### config.mk
export PLATFORM = sky130hd
export DESIGN_NAME = uc_multicycle_flat
export DESIGN_NICKNAME = d
export VERILOG_FILES = /design/src/rtl/uc_multicycle_if.sv /design/src/rtl/uc_multicycle.sv /design/src/flat_wrapper.sv
export SDC_FILE = /design/constraint.sdc
export NUM_CORES = 1
export LEC_CHECK = 0
export ABC_CLOCK_PERIOD_IN_PS = 1500
export BUFFER_PORTS_ARGS = -buffer_cell sky130_fd_sc_hd__buf_2
export CORE_ASPECT_RATIO = 0.8
export CORE_MARGIN = 4
export CORE_UTILIZATION = 35
export CTS_BUF_LIST = sky130_fd_sc_hd__clkbuf_4
export DETAILED_ROUTE_END_ITERATION = 12
export PLACE_DENSITY = 0.65
export RECOVER_POWER = 50
export SLEW_MARGIN = 25
export SYNTH_ARGS = -nofsm -noshare
export SYNTH_HDL_FRONTEND = slang
export SYNTH_SLANG_ARGS = --single-unit
### constraint.sdc
create_clock -name clk -period 1.5 [get_ports clk]
set_input_delay 0.15 -clock clk [delete_from_list [all_inputs] [get_ports clk]]
set_output_delay 0.15 -clock clk [all_outputs]
set_load 0.01 [all_outputs]
### src/rtl/uc_multicycle_if.sv
// Instruction/data memory request-ready handshake between the multicycle control unit and memory.
interface uc_multicycle_if;
    logic imem_req;
    logic imem_ready;
    logic dmem_req;
    logic dmem_ready;

    modport master (output imem_req, output dmem_req, input imem_ready, input dmem_ready);
    modport slave  (input imem_req, input dmem_req, output imem_ready, output dmem_ready);
endinterface

### src/rtl/uc_multicycle.sv
// Multicycle RV32I control unit: sequences fetch/decode/execute/memory/write-back over a
// handshaked memory, resolves branches and traps on illegal opcodes or memory timeouts.
module uc_multicycle #(
    parameter int unsigned MEM_TIMEOUT      = 15,
    parameter bit          BRANCH_FUNCT3_EN = 1'b1
) (
    input  logic           clk,
    input  logic           rst_n,
    uc_multicycle_if.master mem,
    input  logic [4:0]     selector,
    input  logic [2:0]     funct3,
    input  logic           Zero,
    input  logic           Lt,
    input  logic           Ltu,
    output logic           IRWrite,
    output logic           PCWrite,
    output logic [1:0]     PCSrc,
    output logic           Branch,
    output logic           Jump,
    output logic [2:0]     ImmSel,
    output logic           LUIOP,
    output logic           ASrcPC,
    output logic           ALUSrc,
    output logic           WDSrc,
    output logic           Mem2Reg,
    output logic           MemRead,
    output logic           MemWrite,
    output logic           RegWriteEn,
    output logic [1:0]     ALUOP,
    output logic           illegal,
    output logic [2:0]     state
);
    localparam int unsigned CNT_W = (MEM_TIMEOUT > 0) ? $clog2(MEM_TIMEOUT + 1) : 1;
    localparam logic [CNT_W-1:0] CNT_MAX = CNT_W'(MEM_TIMEOUT);

    typedef enum logic [2:0] {
        S_FETCH  = 3'd0,
        S_DECODE = 3'd1,
        S_EXEC   = 3'd2,
        S_MEM    = 3'd3,
        S_WB     = 3'd4,
        S_BOOT   = 3'd5,
        S_TRAP   = 3'd7
    } state_t;

    typedef enum logic [3:0] {
        C_R, C_I, C_LOAD, C_STORE, C_BRANCH, C_JAL, C_JALR, C_LUI, C_AUIPC
    } iclass_t;

    state_t           state_q, state_d;
    iclass_t          cls_q, dec_class;
    logic             dec_legal;
    logic             taken;
    logic             timed_out;
    logic [CNT_W-1:0] cnt_q;

    assign state     = state_q;
    assign timed_out = (MEM_TIMEOUT != 0) && (cnt_q == CNT_MAX);

    // Opcode class decode; reserved branch funct3 values are illegal in full-resolution mode
    always_comb begin
        dec_legal = 1'b1;
        dec_class = C_R;
        case (selector)
            5'b01100: dec_class = C_R;
            5'b00100: dec_class = C_I;
            5'b00000: dec_class = C_LOAD;
            5'b01000: dec_class = C_STORE;
            5'b11000: begin
                dec_class = C_BRANCH;
                if (BRANCH_FUNCT3_EN && (funct3[2:1] == 2'b01)) dec_legal = 1'b0;
            end
            5'b11011: dec_class = C_JAL;
            5'b11001: dec_class = C_JALR;
            5'b01101: dec_class = C_LUI;
            5'b00101: dec_class = C_AUIPC;
            default:  dec_legal = 1'b0;
        endcase
    end

    always_comb begin
        taken = Zero;
        if (BRANCH_FUNCT3_EN) begin
            case (funct3)
                3'b000:  taken = Zero;
                3'b001:  taken = !Zero;
                3'b100:  taken = Lt;
                3'b101:  taken = !Lt;
                3'b110:  taken = Ltu;
                3'b111:  taken = !Ltu;
                default: taken = 1'b0;
            endcase
        end
    end

    always_ff @(posedge clk or negedge rst_n) begin
        if (!rst_n) state_q <= S_BOOT;
        else        state_q <= state_d;
    end

    // Class latch and wait counter; the counter restarts whenever the state changes
    always_ff @(posedge clk or negedge rst_n) begin
        if (!rst_n) begin
            cls_q <= C_R;
            cnt_q <= '0;
        end else begin
            if (state_q == S_DECODE) cls_q <= dec_class;
            if (state_d != state_q) cnt_q <= '0;
            else if ((state_q == S_FETCH) || (state_q == S_MEM)) cnt_q <= cnt_q + CNT_W'(1);
        end
    end

    always_comb begin
        state_d      = state_q;
        mem.imem_req = 1'b0;
        mem.dmem_req = 1'b0;
        IRWrite      = 1'b0;
        PCWrite      = 1'b0;
        PCSrc        = 2'b00;
        Branch       = 1'b0;
        Jump         = 1'b0;
        ImmSel       = 3'b000;
        LUIOP        = 1'b0;
        ASrcPC       = 1'b0;
        ALUSrc       = 1'b0;
        WDSrc        = 1'b0;
        Mem2Reg      = 1'b0;
        MemRead      = 1'b0;
        MemWrite     = 1'b0;
        RegWriteEn   = 1'b0;
        ALUOP        = 2'b00;
        illegal      = 1'b0;
        case (state_q)
            S_BOOT: state_d = S_FETCH;
            S_FETCH: begin
                mem.imem_req = 1'b1;
                if (mem.imem_ready) begin
                    IRWrite = 1'b1;
                    state_d = S_DECODE;
                end else if (timed_out) begin
                    state_d = S_TRAP;
                end
            end
            S_DECODE: state_d = dec_legal ? S_EXEC : S_TRAP;
            S_EXEC: begin
                case (cls_q)
                    C_R: begin
                        ALUOP   = 2'b10;
                        state_d = S_WB;
                    end
                    C_I: begin
                        ALUSrc  = 1'b1;
                        ALUOP   = 2'b10;
                        state_d = S_WB;
                    end
                    C_LOAD, C_STORE: begin
                        ALUSrc  = 1'b1;
                        ImmSel  = (cls_q == C_STORE) ? 3'b001 : 3'b000;
                        state_d = S_MEM;
                    end
                    C_BRANCH: begin
                        ImmSel  = 3'b010;
                        Branch  = 1'b1;
                        ALUOP   = 2'b01;
                        PCWrite = 1'b1;
                        PCSrc   = taken ? 2'b01 : 2'b00;
                        state_d = S_FETCH;
                    end
                    C_JAL, C_JALR: begin
                        ImmSel     = (cls_q == C_JAL) ? 3'b100 : 3'b000;
                        ALUSrc     = (cls_q == C_JALR);
                        Jump       = 1'b1;
                        WDSrc      = 1'b1;
                        RegWriteEn = 1'b1;
                        PCWrite    = 1'b1;
                        PCSrc      = (cls_q == C_JAL) ? 2'b01 : 2'b10;
                        state_d    = S_FETCH;
                    end
                    C_LUI, C_AUIPC: begin
                        ImmSel  = 3'b011;
                        ALUSrc  = 1'b1;
                        LUIOP   = (cls_q == C_LUI);
                        ASrcPC  = (cls_q == C_AUIPC);
                        state_d = S_WB;
                    end
                    default: state_d = S_TRAP;
                endcase
            end
            S_MEM: begin
                mem.dmem_req = 1'b1;
                MemRead      = (cls_q == C_LOAD);
                MemWrite     = (cls_q == C_STORE);
                if (mem.dmem_ready) begin
                    if (cls_q == C_STORE) begin
                        PCWrite = 1'b1;
                        state_d = S_FETCH;
                    end else begin
                        state_d = S_WB;
                    end
                end else if (timed_out) begin
                    state_d = S_TRAP;
                end
            end
            S_WB: begin
                RegWriteEn = 1'b1;
                PCWrite    = 1'b1;
                Mem2Reg    = (cls_q == C_LOAD);
                state_d    = S_FETCH;
            end
            S_TRAP: illegal = 1'b1;
            default: state_d = S_BOOT;
        endcase
    end
endmodule

### src/flat_wrapper.sv
// flat-port wrapper written by rule: the top's interface ports become plain ports
module uc_multicycle_flat 
#(
    parameter int unsigned MEM_TIMEOUT      = 15,
    parameter bit          BRANCH_FUNCT3_EN = 1'b1
)
  (clk, rst_n, selector, funct3, Zero, Lt, Ltu, IRWrite, PCWrite, PCSrc, Branch, Jump, ImmSel, LUIOP, ASrcPC, ALUSrc, WDSrc, Mem2Reg, MemRead, MemWrite, RegWriteEn, ALUOP, illegal, state, mem_imem_req, mem_dmem_req, mem_imem_ready, mem_dmem_ready);
  uc_multicycle_if mem_i ();
  input  logic clk;
  input  logic rst_n;
  input  logic [4:0] selector;
  input  logic [2:0] funct3;
  input  logic Zero;
  input  logic Lt;
  input  logic Ltu;
  output logic IRWrite;
  output logic PCWrite;
  output logic [1:0] PCSrc;
  output logic Branch;
  output logic Jump;
  output logic [2:0] ImmSel;
  output logic LUIOP;
  output logic ASrcPC;
  output logic ALUSrc;
  output logic WDSrc;
  output logic Mem2Reg;
  output logic MemRead;
  output logic MemWrite;
  output logic RegWriteEn;
  output logic [1:0] ALUOP;
  output logic illegal;
  output logic [2:0] state;
  output wire logic [$bits(mem_i.imem_req)-1:0] mem_imem_req;
  output wire logic [$bits(mem_i.dmem_req)-1:0] mem_dmem_req;
  input wire logic [$bits(mem_i.imem_ready)-1:0] mem_imem_ready;
  input wire logic [$bits(mem_i.dmem_ready)-1:0] mem_dmem_ready;
  assign mem_imem_req = mem_i.imem_req;
  assign mem_dmem_req = mem_i.dmem_req;
  assign mem_i.imem_ready = mem_imem_ready;
  assign mem_i.dmem_ready = mem_dmem_ready;
  uc_multicycle #(.MEM_TIMEOUT(MEM_TIMEOUT), .BRANCH_FUNCT3_EN(BRANCH_FUNCT3_EN)) u_core (.clk(clk), .rst_n(rst_n), .mem(mem_i), .selector(selector), .funct3(funct3), .Zero(Zero), .Lt(Lt), .Ltu(Ltu), .IRWrite(IRWrite), .PCWrite(PCWrite), .PCSrc(PCSrc), .Branch(Branch), .Jump(Jump), .ImmSel(ImmSel), .LUIOP(LUIOP), .ASrcPC(ASrcPC), .ALUSrc(ALUSrc), .WDSrc(WDSrc), .Mem2Reg(Mem2Reg), .MemRead(MemRead), .MemWrite(MemWrite), .RegWriteEn(RegWriteEn), .ALUOP(ALUOP), .illegal(illegal), .state(state));
endmodule
==> results.toml <==
[detailed_routing]
via_per_inst = 5.52
dr.pass1.iters = 4
drt-initial-drc-count = 109
wirelength_um = 3730
avgRoutedWirePerCell_um = 15.9
vias = 1291
route.detailed.drc = 0
ant_nets = 0

[clocking]
clock_path_buffers = 2
cts_root_buf = "clkbuf_4"
cts_sinks = 11
cts_made_buffers = 3
clk_latency_ns = 0.28
h-tree-depth = 1
tritoncts = "done"
clkTransAtPathRegs_ns = 0.08

[synth]
synth_nets = 155
netlist_area_um2 = 1090
avgSynthCellArea_um2 = 7.86
seq_area_frac_synth_pct = 25.4
synth_async_sr_flop_share_pct = 100
synth_edf_count = 0
ys_ff_latch = 11
ys_types = 50
synthFlopType = "dfrtp_1"
synthCells = 139
yosys_warnings = 0

[critical_path]
path_buf_inv = 1
r2r-start = "u_core.state[0]$_DFF_PN1_"
cp.arrival_ns = 1.58
critPathCaptureType = "output port"
slowest_stage = "or4_4"
reg2reg_depth = 5
crit_required_ns = 1.35
cp_max_fo = 3
worstSetupPathType = "register to output port"
slowest_delay_ns = 0.55
cp_top_family = "simple AND/OR/NAND/NOR gates"
crit_chain = "or4_4 -> a21boi_1 -> nor2_1 -> buf_2"
startpoint_type = "register"
cp_num_cells = 4
worstSetupStartpoint = "u_core.cls_q[2]$_DFFE_PN0P_"

[sta]
tightest_slew_ns = 0.648
slew_viol_final = 0
relSlewSlack_pct = 56.8
finalSetupViolCount = 26
clock_skew_ns = 0.00785
fin_crit_sh_pct = 115
rsz0062_at_grt = "true"
worst_slack_ns = -0.231
timing.hold.ws_ns = 0.144
max_freq_mhz = 578
fin_crit_ns = 1.73
hold_viol = 0

[layout]
drive_above_1_share_pct = 57.1
fin_area_um2 = 1820
regArea_um2 = 278
final_cells = 234
final_nets = 213
multi_input_area_um2 = 948
syn_to_final_growth_pct = 66.2
fillers = 223
num_antenna_cells = 0

[die]
die_area_um2 = 4080
initial_core_util_pct = 38.0
fp.dieW_um = 70.5
rows = 17
core_um2 = 2870
io_pins = 40
dieHeight_um = 58.0

[pwr]
cellLeakagePower_nw = 0.819
powerDensity_nw_per_um2 = 1780
ir_drop_v = 0.00100

[place]
postPlaceCellArea_um2 = 1370
dpl.cell_count = 216
portBuffers = 39
hpwlAfterDp_um = 2350
gp_congestion = 0.756

[hold_path]
min_path_type = "input pin to register"
hold_depth = 2
min_from = "selector[3]"

[global_routing]
grt_max_degree = 16
grt_overflow_total = 0
grt_pass1_wl_um = 5310
track_usage_pct = 16.1
grt_pass1_vias = 1127
antenna_found_initial = 0

[outcome]
violations = "setup timing"
status = "complete, but fails checks"

[flow_run]
max-cap-violations = 0
==> path summary, 6_finish.rpt <==
kind | to | slack [ns]
worst max-delay path | ImmSel[0] | -0.23
worst min-delay path | u_core.cls_q[3]$_DFFE_PN0P_ | 0.14
max in group asynchronous | u_core.cls_q[3]$_DFFE_PN0P_ | 0.67
min in group asynchronous | u_core.cls_q[1]$_DFFE_PN0P_ | 0.41
worst min register to register | u_core.cnt_q[3]$_DFFE_PN0P_ | 0.63
worst max register to register | u_core.state[0]$_DFF_PN1_ | -0.12
==> cells in the final DEF (no fill, tap or decap), types with 4 or more instances in the layout <==
master	count
inv_1	4
a31oi_1	4
nor2_1	9
buf_2	33
o21ai_0	4
a21oi_1	5
nand3_1	4
buf_4	10
nor2_4	5
buf_6	16
nand2_1	6
dfrtp_1	9
clkbuf_4	4
==> area by class of cell <==
type | instances | area share [%]
repair buffers | 64 | 26.9
clock buffers | 4 | 1.65
inverters | 6 | 1.24
multi-input cells | 111 | 52.2
flip-flops and latches | 11 | 15.3
well taps | 38 | 2.62
==> state kept, by name, summed over array words and instances, names as in the netlist <==
signal,cells
u_core.cls_q,4
u_core.cnt_q,4
u_core.state,3
==> per-layer routing <==
metal	vias up	share of wire [%]	global-route usage, %
met2	60	46	24.8
met5	-	0	0
met1	602	44	22.2
met4	0	1.4	4.64
li1	621	-	-
met3	8	8.7	4.33
==> stage by stage <==
step	power, W	setup WS (ns)	TNS, ns	util, %
after floorplan	0.00143	0.0139	0	-
after global placement	0.00188	0.00375	0	47.7
after detailed placement	0.00191	-0.0616	-0.133	47.7
after CTS	0.00259	-0.224	-2.20	55.3
after global routing	0.00343	-0.323	-4.53	63.2
final	0.00324	-0.231	-2.51	63.2
==> synthesized netlist by cell type (3+ instances only) <==
library cell / count / area [µm²]
and2_1: 4 / 25.0
nand2_1: 12 / 45.0
o31ai_1: 3 / 22.5
nor3b_1: 4 / 30.0
a31oi_1: 4 / 25.0
xor2_1: 4 / 35.0
nor2_1: 14 / 52.6
nor3_1: 4 / 20.0
xnor2_1: 4 / 35.0
nor2_2: 3 / 18.8
nand2b_1: 3 / 18.8
o21ai_0: 6 / 30.0
dfrtp_1: 9 / 225
a21oi_1: 6 / 30.0
inv_1: 4 / 15.0
nor2b_1: 3 / 18.8
nand3_1: 4 / 20.0
buf_2: 6 / 30.0
==> timing repair <==
| action | CTS | global route |
|---|---|---|
| endpoints found under the hold margin | 9 | 0 |
| hold buffers | 1 | 0 |
| setup buffers | 8 | 8 |
| setup endpoints to repair | 24 | 34 |
| pin swaps | 11 | 11 |
| resized for setup | 26 | 39 |
==> logic make-up (layout without fill, tap and decap cells) <==
kind of cell	count (synthesis)	count (layout)	share of synthesized area, %
AND/OR/NAND/NOR	64	64	33.1
AO/OA/AOI/OAI	36	36	24.4
buffers and inverters	17	74	7.67
flip-flops	11	11	25.4
XOR/XNOR	8	8	6.41
multiplexers	2	2	1.83
adder cells (fa/ha/maj)	1	1	1.15
==> where the power goes <==
group          leakage, nW  switching [W]  internal, W
combinational        0.657        0.00124      0.00123
sequential           0.143       0.000127     0.000408
clock               0.0184       0.000108     0.000121
Note: power is estimated with default switching activity, not from simulation.
